$ cat src/rtl/adc_scan_sequencer.sv
// Round-robin ADC scan sequencer: issues one command per slot, captures the matching result, flags errors.
// Optional per-slot 4-sample averaging is enabled by defining ADC_SEQ_AVG_EN.
//
// state      | meaning
// S_IDLE     | stopped, waiting for enable
// S_SEND     | command presented, waiting for adc_command_ready
// S_WAIT_RSP | command accepted, waiting for the response or timeout
// S_ADVANCE  | one cycle to step to the next slot or close the scan
// S_GAP      | idle clocks between scans
module adc_scan_sequencer #(
  parameter int NUM_CH   = 2,
  parameter int CH_FIRST = 1,
  parameter int SCAN_GAP = 1000,
  parameter int TIMEOUT  = 255
) (
  input  logic                  clk_clk,
  input  logic                  reset_reset,
  input  logic                  enable,
  output logic                  adc_command_valid,
  output logic [4:0]            adc_command_channel,
  output logic                  adc_command_startofpacket,
  output logic                  adc_command_endofpacket,
  input  logic                  adc_command_ready,
  input  logic                  adc_response_valid,
  input  logic [4:0]            adc_response_channel,
  input  logic [11:0]           adc_response_data,
  output logic [12*NUM_CH-1:0]  samples,
  output logic [NUM_CH-1:0]     sample_valid,
  output logic                  scan_done,
  output logic                  err_mismatch,
  output logic                  err_timeout,
  input  logic                  err_clear
);

  localparam int IDX_W = (NUM_CH > 1) ? $clog2(NUM_CH) : 1;
  localparam int TO_W  = ($clog2(TIMEOUT + 1) > 8) ? $clog2(TIMEOUT + 1) : 8;
  localparam logic [IDX_W-1:0] LAST_IDX = IDX_W'(NUM_CH - 1);
  localparam logic [TO_W-1:0]  TO_LOAD  = TO_W'(TIMEOUT);
  localparam logic [15:0]      GAP_LOAD = 16'(SCAN_GAP);
  localparam logic [4:0]       CH_BASE  = 5'(CH_FIRST);

  typedef enum logic [2:0] {
    S_IDLE,
    S_SEND,
    S_WAIT_RSP,
    S_ADVANCE,
    S_GAP
  } state_t;

  state_t                 state_q, state_d;
  logic [IDX_W-1:0]       idx_q, idx_d;
  logic [TO_W-1:0]        to_cnt_q, to_cnt_d;
  logic [15:0]            gap_cnt_q, gap_cnt_d;
  logic                   cmd_valid_q, cmd_valid_d;
  logic [4:0]             cmd_ch_q, cmd_ch_d;
  logic [12*NUM_CH-1:0]   samples_q, samples_d;
  logic [NUM_CH-1:0]      sample_valid_q, sample_valid_d;
  logic                   scan_done_q, scan_done_d;
  logic                   err_mismatch_q, err_mismatch_d;
  logic                   err_timeout_q, err_timeout_d;

  logic [4:0]             slot_ch;
  logic                   set_mismatch;
  logic                   set_timeout;
  logic                   sample_wr;

`ifdef ADC_SEQ_AVG_EN
  logic [13:0]            acc_q [NUM_CH];
  logic [13:0]            acc_d [NUM_CH];
  logic [1:0]             avg_cnt_q [NUM_CH];
  logic [1:0]             avg_cnt_d [NUM_CH];
  logic [13:0]            acc_sum;
`endif

  assign slot_ch = CH_BASE + 5'(idx_q);

  always_comb begin
    state_d        = state_q;
    idx_d          = idx_q;
    to_cnt_d       = to_cnt_q;
    gap_cnt_d      = gap_cnt_q;
    cmd_valid_d    = cmd_valid_q;
    cmd_ch_d       = cmd_ch_q;
    scan_done_d    = 1'b0;
    set_mismatch   = 1'b0;
    set_timeout    = 1'b0;
    sample_wr      = 1'b0;

    case (state_q)
      S_IDLE: begin
        if (enable) begin
          state_d     = S_SEND;
          idx_d       = '0;
          cmd_valid_d = 1'b1;
          cmd_ch_d    = CH_BASE;
        end
      end
      S_SEND: begin
        if (adc_command_ready) begin
          state_d     = S_WAIT_RSP;
          cmd_valid_d = 1'b0;
          to_cnt_d    = TO_LOAD;
        end
      end
      S_WAIT_RSP: begin
        if (adc_response_valid) begin
          if (adc_response_channel == slot_ch) sample_wr = 1'b1;
          else set_mismatch = 1'b1;
          state_d = S_ADVANCE;
        end else if (to_cnt_q <= TO_W'(1)) begin
          set_timeout = 1'b1;
          state_d     = S_ADVANCE;
        end else begin
          to_cnt_d = to_cnt_q - 1'b1;
        end
      end
      S_ADVANCE: begin
        if (idx_q != LAST_IDX) begin
          idx_d       = idx_q + 1'b1;
          state_d     = S_SEND;
          cmd_valid_d = 1'b1;
          cmd_ch_d    = slot_ch + 5'd1;
        end else begin
          scan_done_d = 1'b1;
          idx_d       = '0;
          if (SCAN_GAP == 0) begin
            // No gap: the run/stop decision is taken right here.
            state_d     = enable ? S_SEND : S_IDLE;
            cmd_valid_d = enable;
            cmd_ch_d    = enable ? CH_BASE : cmd_ch_q;
          end else begin
            state_d   = S_GAP;
            gap_cnt_d = GAP_LOAD;
          end
        end
      end
      S_GAP: begin
        if (gap_cnt_q <= 16'd1) begin
          state_d     = enable ? S_SEND : S_IDLE;
          cmd_valid_d = enable;
          cmd_ch_d    = enable ? CH_BASE : cmd_ch_q;
        end else begin
          gap_cnt_d = gap_cnt_q - 1'b1;
        end
      end
      default: state_d = S_IDLE;
    endcase

    // Any response outside the wait window has no command to belong to.
    if (adc_response_valid && (state_q != S_WAIT_RSP)) set_mismatch = 1'b1;
  end

  always_comb begin
    samples_d      = samples_q;
    sample_valid_d = sample_valid_q;
    err_mismatch_d = (err_mismatch_q & ~err_clear) | set_mismatch;
    err_timeout_d  = (err_timeout_q & ~err_clear) | set_timeout;
`ifdef ADC_SEQ_AVG_EN
    acc_d     = acc_q;
    avg_cnt_d = avg_cnt_q;
    acc_sum   = acc_q[idx_q] + {2'b00, adc_response_data};
    if (sample_wr) begin
      if (avg_cnt_q[idx_q] == 2'd3) begin
        samples_d[int'(idx_q)*12 +: 12] = acc_sum[13:2];
        sample_valid_d[idx_q]           = 1'b1;
        acc_d[idx_q]                    = '0;
        avg_cnt_d[idx_q]                = '0;
      end else begin
        acc_d[idx_q]     = acc_sum;
        avg_cnt_d[idx_q] = avg_cnt_q[idx_q] + 2'd1;
      end
    end
`else
    if (sample_wr) begin
      samples_d[int'(idx_q)*12 +: 12] = adc_response_data;
      sample_valid_d[idx_q]           = 1'b1;
    end
`endif
  end

  always_ff @(posedge clk_clk) begin
    if (reset_reset) begin
      state_q        <= S_IDLE;
      idx_q          <= '0;
      to_cnt_q       <= '0;
      gap_cnt_q      <= '0;
      cmd_valid_q    <= 1'b0;
      cmd_ch_q       <= '0;
      samples_q      <= '0;
      sample_valid_q <= '0;
      scan_done_q    <= 1'b0;
      err_mismatch_q <= 1'b0;
      err_timeout_q  <= 1'b0;
`ifdef ADC_SEQ_AVG_EN
      for (int i = 0; i < NUM_CH; i++) begin
        acc_q[i]     <= '0;
        avg_cnt_q[i] <= '0;
      end
`endif
    end else begin
      state_q        <= state_d;
      idx_q          <= idx_d;
      to_cnt_q       <= to_cnt_d;
      gap_cnt_q      <= gap_cnt_d;
      cmd_valid_q    <= cmd_valid_d;
      cmd_ch_q       <= cmd_ch_d;
      samples_q      <= samples_d;
      sample_valid_q <= sample_valid_d;
      scan_done_q    <= scan_done_d;
      err_mismatch_q <= err_mismatch_d;
      err_timeout_q  <= err_timeout_d;
`ifdef ADC_SEQ_AVG_EN
      acc_q     <= acc_d;
      avg_cnt_q <= avg_cnt_d;
`endif
    end
  end

  assign adc_command_valid         = cmd_valid_q;
  assign adc_command_channel       = cmd_ch_q;
  assign adc_command_startofpacket = cmd_valid_q;
  assign adc_command_endofpacket   = cmd_valid_q;
  assign samples                   = samples_q;
  assign sample_valid              = sample_valid_q;
  assign scan_done                 = scan_done_q;
  assign err_mismatch              = err_mismatch_q;
  assign err_timeout               = err_timeout_q;

endmodule

$ cat config.mk
export PLATFORM = sky130hd
export DESIGN_NAME = adc_scan_sequencer
export DESIGN_NICKNAME = d
export VERILOG_FILES = /design/src/rtl/adc_scan_sequencer.sv
export SDC_FILE = /design/constraint.sdc
export NUM_CORES = 1
export LEC_CHECK = 0
export CORE_ASPECT_RATIO = 0.75
export CORE_MARGIN = 4
export CORE_UTILIZATION = 50
export DETAILED_ROUTE_END_ITERATION = 8
export GPL_TIMING_DRIVEN = 1
export PLACE_DENSITY = 0.79
export SLEW_MARGIN = 10
export SYNTH_ARGS = -nofsm -noshare
export SYNTH_HDL_FRONTEND = slang
export SYNTH_SLANG_ARGS = --single-unit
export TNS_END_PERCENT = 20
$ cat constraint.sdc
create_clock -name clk_clk -period 2.83 [get_ports clk_clk]
set_clock_uncertainty 0.1 [all_clocks]
set_input_delay 0.4245 -clock clk_clk [delete_from_list [all_inputs] [get_ports clk_clk]]
set_output_delay 0.4245 -clock clk_clk [all_outputs]
set_load 0.03 [all_outputs]
==> results of run 1 <==
power groups by stage:
stage | registers (mW) | logic [mW] | clock network [mW]
6_report | 0.929 | 0.324 | 0.748
5_1_grt | 0.934 | 0.362 | 0.822
4_1_cts | 0.928 | 0.323 | 0.767
3_5_place_dp | 0.947 | 0.321 | 0
3_3_place_gp | 0.946 | 0.313 | 0
2_1_floorplan | 0.944 | 0.232 | 0
final cells by class:
cell class                      count  area [um^2]
Timing Repair Buffer               61          593
Clock inverter                      6         65.1
Clock buffer                       10          128
Fill cell                         415         1810
Tap cell                           75         93.8
Multi-Input combinational cell    210         1390
Inverter                           13         48.8
Sequential cell                    60         1200
cells by family (layout without fill, tap and decap cells):
logic type	count (synthesis)	count (layout)	share of synthesized area, %
buf+inv	34	90	6.27
other cells	1	3	0.136
xor+xnor	11	11	3.50
simple gates	110	110	21.6
flops	60	60	43.6
compound gates	57	57	13.9
mux	25	25	9.09
fa+ha+maj	4	4	1.82
critical path: cells and delay by family, from the launching register on:
family,cells,cell delay [ns]
and+or+nand+nor,3,1.17
DFF,1,0.36
buffers and inverters,1,0.28
AOI/OAI and AO/OA,2,0.61
worst min path at each step:
stage | slack [ns] | to | cells after the start | from
6_report | 0.36 | sample_valid[1] | 2 | sample_valid[1]
5_1_grt | 0.38 | sample_valid[1] | 2 | sample_valid[1]
4_1_cts | 0.36 | sample_valid[1] | 2 | sample_valid[1]
3_5_place_dp | 0.35 | sample_valid[1] | 2 | sample_valid[1]
3_3_place_gp | 0.33 | sample_valid[0] | 2 | sample_valid[0]
2_1_floorplan | 0.36 | gap_cnt_q[15] | 2 | gap_cnt_q[15]
through the flow:
step	instance area (um^2)	total power, mW
finish	3520	2.00
global route	3520	2.12
CTS	3520	2.02
detailed placement	3320	1.27
global placement	3320	1.26
floorplan	2760	1.18
registers in the layout, summed over array words and instances, names as in the netlist:
| signal | flops |
|---|---|
| samples | 24 |
| err_timeout | 1 |
| sample_valid | 2 |
| gap_cnt_q | 16 |
| scan_done | 1 |
| state_q | 3 |
| to_cnt_q | 8 |
| idx_q | 1 |
| adc_command_endofpacket | 1 |
| adc_command_channel | 2 |
| err_mismatch | 1 |
per-layer routing:
metal  share of wire (%)  routed length (um)
met3                 8.2                 513
met1                  45                2790
met5                   0                   0
met4                0.82                  51
met2                  46                2870
placed cells by master, fill, tap and decap left out, types with 2 or more instances in the layout:
master / count
a31oi_1: 5
clkinvlp_4: 4
xor2_1: 10
or4_4: 2
mux2i_1: 25
ha_1: 4
o21ai_1: 3
or4_1: 3
inv_1: 13
clkbuf_8: 9
and2_1: 2
o21ai_0: 7
nor4_1: 2
o211ai_1: 3
nand2b_1: 4
nor3_1: 8
o31ai_1: 3
nor2b_1: 2
nor2_1: 45
o21ai_2: 2
nand4b_1: 2
conb_1: 3
or3_1: 9
nand3b_1: 3
nor3b_1: 4
nand3_1: 6
nand2_1: 5
clkdlybuf4s50_1: 55
or4b_2: 2
buf_4: 5
a21oi_1: 21
and4_1: 2
or3b_2: 2
nand4_1: 4
dfxtp_1: 60
a211oi_1: 6
==> summary.txt, run 1 <==
Run status
  • Status: finished clean

Yosys
  • Asr flop ratio synth: 0%
  • Part of the Yosys area used for sequential elements: 43.6%
  • Synth top cells by count: 60 x dfxtp_1, 45 x nor2_1, 25 x mux2i_1
  • Post-synth top area share: 43.6%
  • Number of synthesized register bits: 60
  • Syn avg cell area: 9.11 um^2
  • Synthesized cell area: 2750 um^2
  • Cell accounting for the most synthesized area: dfxtp_1
  • Dominant synthesized flop cell: dfxtp_1
  • Top cells by area, synth: dfxtp_1 44%, mux2i_1 9.1%, nor2_1 6.1%
  • Cell variety after synth: 48
  • Post-synth EDFFs: 0
  • Count leader, synth: dfxtp_1
  • Yosys warns: 0
  • Post-Synthesis Cells: 302

Clock network
  • Clk_lat worst skew: 0.34 ns
  • CTS sink count: 60
  • Post_cts resized: 0
  • Clock H-tree levels: 3
  • Postcts setup bufs: 0
  • Hold buffers post-CTS: 0
  • Root buffer cell: clkbuf_8
  • Clock Path Buffers: 2
  • Num CTS Buffers: 9
  • Clock Pin Slew Worst Setup and Hold Paths: 0.07 ns
  • CTS tree: done

STA
  • Slew headroom: 59.1%
  • Post-route setup slack: 0.170 ns
  • RSZ-0062 raised after global routing: false
  • Worst Tran Pin Value: 0.598 ns
  • Hold slack: 0.356 ns
  • Final setup vio count: 0
  • Time the worst path needs with I/O delays and setup: 2.66 ns
  • Fin. Hold Viols: 0
  • Fmax: 0.376 GHz
  • Setup TNS: 0 ns
  • Fin. max-slew vios: 0
  • Period utilization: 94.0%

Floorplan
  • Core box area: 5320 um^2
  • Die Ht: 72.3 um
  • Ports: 60
  • Initial Util: 51.7%
  • Die X: 93.7 um
  • Row cnt: 23
  • Die Area: 6770 um^2

GRT
  • Initial antenna violation count: 0
  • GRT Total Usage: 20.2%
  • GR peak layer: met2
  • Vias in the first global route: 2256
  • GRT overflow: 0
  • Met1 GRT Util: 23.7%
  • Met3 usage: 12.1%
  • Largest net degree at the start of global routing: 34
  • Met2 GRT Util: 31.1%
  • First-pass GRT wire length: 10500 um

Job
  • MaxCap Viol Count: 0

Setup path
  • Crit-path max cell delay: 0.54 ns
  • RR Endpoint: gap_cnt_q[6]
  • WS Path Type: flop to flop
  • Critical Path Start Type: flop
  • Crit path max fanout: 14
  • Crit path from: gap_cnt_q[8]
  • Crit path DAT: 2.76 ns
  • CP Cell Sequence: or4_4, or4_4, o41ai_4, buf_4, or4_1, a31oi_1
  • Worst EP required: 2.93 ns
  • R2R Path Start: gap_cnt_q[8]
  • R2R setup slack: 0.17 ns
  • CP max stage cell: or4_4
  • Reg2reg path depth: 6
  • Crit path capture type: flop
  • Top cell by count, worst path: or4_4
  • Crit path capture: gap_cnt_q[6]

Place
  • Port-buffer cells: 56
  • Post-Place Cells: 419
  • DP HPWL: 4430 um
  • Setup slack at placement: 0.188 ns
  • RD Place Congestion: 0.856

Drt
  • Drt wl/cell: 14.3 um
  • Via-per-instance ratio: 5.32
  • Iteration-0 DRC count of the detailed router: 106
  • Drt pass-1 iters: 4
  • DRC viols: 0
  • ANT nets after route: 0
  • Final wirelength: 6230 um
  • Vias: 2313

Cells and area
  • Area grow syn2layout: 27.7%
  • N_diodes: 0
  • Fin cells: 435
  • Share of cells above drive strength 1: 9.17%
  • Fin util: 66.0%
  • Nets: 382

Min path
  • Worst hold path type: flop to flop

Power
  • Internal power: 1.43 mW
  • Leakage: 1.45 nW
  • Pwr/cell area: 569 nW/um^2
  • Clock power share: 37.4%
  • Peak VDD IR: 0.000294 V
  • NetSw: 568 uW
  • Logic pwr share: 16.2%
  • Reg power frac: 46.4%
  • Switch share: 28.4%
Power figures use the tool's default switching activity.
==> run 2: changes to the inputs <==
--- a/config.mk
+++ b/config.mk
@@ -10,6 +10,7 @@
 export CORE_UTILIZATION = 50
 export DETAILED_ROUTE_END_ITERATION = 8
 export GPL_TIMING_DRIVEN = 1
+export HOLD_SLACK_MARGIN = 0.05
 export PLACE_DENSITY = 0.79
 export SLEW_MARGIN = 10
 export SYNTH_ARGS = -nofsm -noshare
==> results of run 2 <==
The final DEF is identical to that of run 1; final timing and power are the same.
==> run 3: changes to the inputs <==
--- a/config.mk
+++ b/config.mk
@@ -7,11 +7,11 @@
 export LEC_CHECK = 0
 export CORE_ASPECT_RATIO = 0.75
 export CORE_MARGIN = 4
-export CORE_UTILIZATION = 50
+export CORE_UTILIZATION = 45
 export DETAILED_ROUTE_END_ITERATION = 8
 export GPL_TIMING_DRIVEN = 1
 export HOLD_SLACK_MARGIN = 0.05
-export PLACE_DENSITY = 0.79
+export PLACE_DENSITY = 0.75
 export SLEW_MARGIN = 10
 export SYNTH_ARGS = -nofsm -noshare
 export SYNTH_HDL_FRONTEND = slang
==> constraint.sdc (replaced) <==
create_clock -name clk_clk -period 2.1 [get_ports clk_clk]
set_clock_uncertainty 0.1 [all_clocks]
set_input_delay 0.315 -clock clk_clk [delete_from_list [all_inputs] [get_ports clk_clk]]
set_output_delay 0.315 -clock clk_clk [all_outputs]
set_load 0.03 [all_outputs]
==> summary.txt, run 3 (same netlist as run 1, synthesis figures left out) <==
STA
  • Post-route setup slack: -0.175 ns (was 0.170 ns)
  • Period utilization: 108% (was 94.0%)
  • RSZ-0062 raised after global routing: true (was false)
  • Hold slack: 0.162 ns (was 0.356 ns)
  • Final setup vio count: 19 (was 0)
  • Fmax: 0.440 GHz (was 0.376 GHz)
  • Worst Tran Pin Value: 0.573 ns (was 0.598 ns)
  • Slew headroom: 61.4% (was 59.1%)
  • Fin. max-slew vios: 0 (unchanged)
  • Fin. Hold Viols: 0 (unchanged)
  • Time the worst path needs with I/O delays and setup: 2.27 ns (was 2.66 ns)

Floorplan
  • Row cnt: 24 (was 23)
  • Die Ht: 75.7 um (was 72.3 um)
  • Core box area: 5890 um^2 (was 5320 um^2)
  • Die X: 98.3 um (was 93.7 um)
  • Ports: 60 (unchanged)
  • Initial Util: 46.8% (was 51.7%)
  • Die Area: 7450 um^2 (was 6770 um^2)

Drt
  • Drt pass-1 iters: 4 (unchanged)
  • Iteration-0 DRC count of the detailed router: 134 (was 106)
  • DRC viols: 0 (unchanged)
  • Via-per-instance ratio: 5.21 (was 5.32)
  • Drt wl/cell: 14.1 um (was 14.3 um)
  • Final wirelength: 6620 um (was 6230 um)
  • Vias: 2442 (was 2313)
  • ANT nets after route: 0 (unchanged)

Place
  • Post-Place Cells: 451 (was 419)
  • Setup slack at placement: -0.149 ns (was 0.188 ns)
  • RD Place Congestion: 0.927 (was 0.856)
  • Port-buffer cells: 56 (unchanged)
  • DP HPWL: 4750 um (was 4430 um)

Clock network
  • Clock H-tree levels: 3 (unchanged)
  • Clock Path Buffers: 2 (unchanged)
  • Root buffer cell: clkbuf_8 (unchanged)
  • Hold buffers post-CTS: 0 (unchanged)
  • CTS sink count: 60 (unchanged)
  • Clk_lat worst skew: 0.35 ns (was 0.34 ns)
  • Clock Pin Slew Worst Setup and Hold Paths: 0.08 ns (was 0.07 ns)
  • Num CTS Buffers: 9 (unchanged)
  • CTS tree: done (unchanged)

Cells and area
  • Fin util: 65.7% (was 66.0%)
  • Commonest cells after routing, fill and taps aside: 59 x dfxtp_1, 55 x clkdlybuf4s50_1, 44 x nor2_1 (was 60 x dfxtp_1, 55 x clkdlybuf4s50_1, 45 x nor2_1)
  • Most common cell after layout, fill and taps aside: dfxtp_1 (unchanged)
  • N_diodes: 0 (unchanged)
  • Nets: 413 (was 382)
  • Area grow syn2layout: 40.5% (was 27.7%)
  • Fin cells: 469 (was 435)
  • Share of cells above drive strength 1: 19.4% (was 9.17%)
  • Largest register FFs: 24 (unchanged)

Power
  • Pwr Total: 2.79 mW (was 2.00 mW)
  • Pwr/cell area: 722 nW/um^2 (was 569 nW/um^2)
  • Leakage: 1.64 nW (was 1.45 nW)
  • Peak VDD IR: 0.000406 V (was 0.000294 V)

Setup path
  • Critical Path Start Type: flop (unchanged)
  • Worst EP required: 2.27 ns (was 2.93 ns)
  • Crit path max fanout: 7 (was 14)
  • Crit path capture type: flop (unchanged)
  • WS Path Type: flop to flop (unchanged)
  • Crit path DAT: 2.45 ns (was 2.76 ns)

GRT
  • Vias in the first global route: 2395 (was 2256)
  • GRT overflow: 0 (unchanged)
  • Largest net degree at the start of global routing: 28 (was 34)
  • First-pass GRT wire length: 11000 um (was 10500 um)
  • GRT Total Usage: 18.4% (was 20.2%)
  • Initial antenna violation count: 0 (unchanged)

Min path
  • Worst hold path type: input port to flop (was flop to flop)

Run status
  • Violated checks: negative setup slack
  • Status: complete, but fails checks (was finished clean)

Job
  • MaxCap Viol Count: 0 (unchanged)
[run 3: cell count changes in the layout (fill, tap and decap cells not counted), sizes merged]
cell	before	now
inv	13	15
clkinvlp	4	3
buf	6	37
clkbuf	10	9
[run 3: per-stage QoR]
step | area, um^2 | setup TNS (ns)
global placement | 3580 | -2.36
global route | 3870 | -3.14
detailed placement | 3580 | -3.82
finish | 3870 | -1.54
floorplan | 2770 | -2.31
CTS | 3820 | -1.36
[run 3: worst paths after layout]
path,startpoint,end,slack (ns),cells after the start
setup / recovery,gap_cnt_q[11],gap_cnt_q[6],-0.17,7
hold / removal,reset_reset,to_cnt_q[6],0.16,2
setup reg to reg,gap_cnt_q[11],gap_cnt_q[6],-0.17,7
hold reg to reg,sample_valid[1],sample_valid[1],0.35,2
[run 3: repair_timing]
| item | in CTS | in global routing |
|---|---|---|
| pin swaps | 8 | 6 |
| resized for setup | 7 | 11 |
| setup endpoints to repair | 20 | 25 |
| buffers inserted | 1 | 0 |
| cloned | 1 | 0 |
[run 3: layer usage]
metal,GRT usage [%],vias up,part of all wire [%]
met5,0,-,0
met4,4.55,0,0.86
met3,8.97,10,9.1
met2,30.0,64,46
met1,22.4,1124,44
li1,-,1244,-
[run 3: area by class of cell]
| cell class | instances | area, um^2 |
|---|---|---|
| Clock buffer | 9 | 124 |
| Clock inverter | 7 | 75.1 |
| Fill cell | 495 | 2020 |
| Inverter | 13 | 48.8 |
| Multi-Input combinational cell | 210 | 1460 |
| Sequential cell | 60 | 1200 |
| Tap cell | 78 | 97.6 |
| Timing Repair Buffer | 92 | 858 |
[run 3: where the power goes]
part | switching (mW) | total (mW) | internal, mW | leakage [nW]
clock | 0.501 | 1.05 | 0.553 | 0.0923
sequential | 0.0567 | 1.25 | 1.19 | 0.486
combinational | 0.253 | 0.489 | 0.236 | 1.06
total | 0.811 | 2.79 | 1.98 | 1.64
[run 3: critical path, cell delays in order, from the launching register on]
cell     delay (ns)
dfxtp_2        0.32
or4_4          0.52
or4_4          0.47
o41ai_4        0.24
buf_4          0.19
buf_6          0.12
o31ai_1        0.06
a31oi_1        0.18
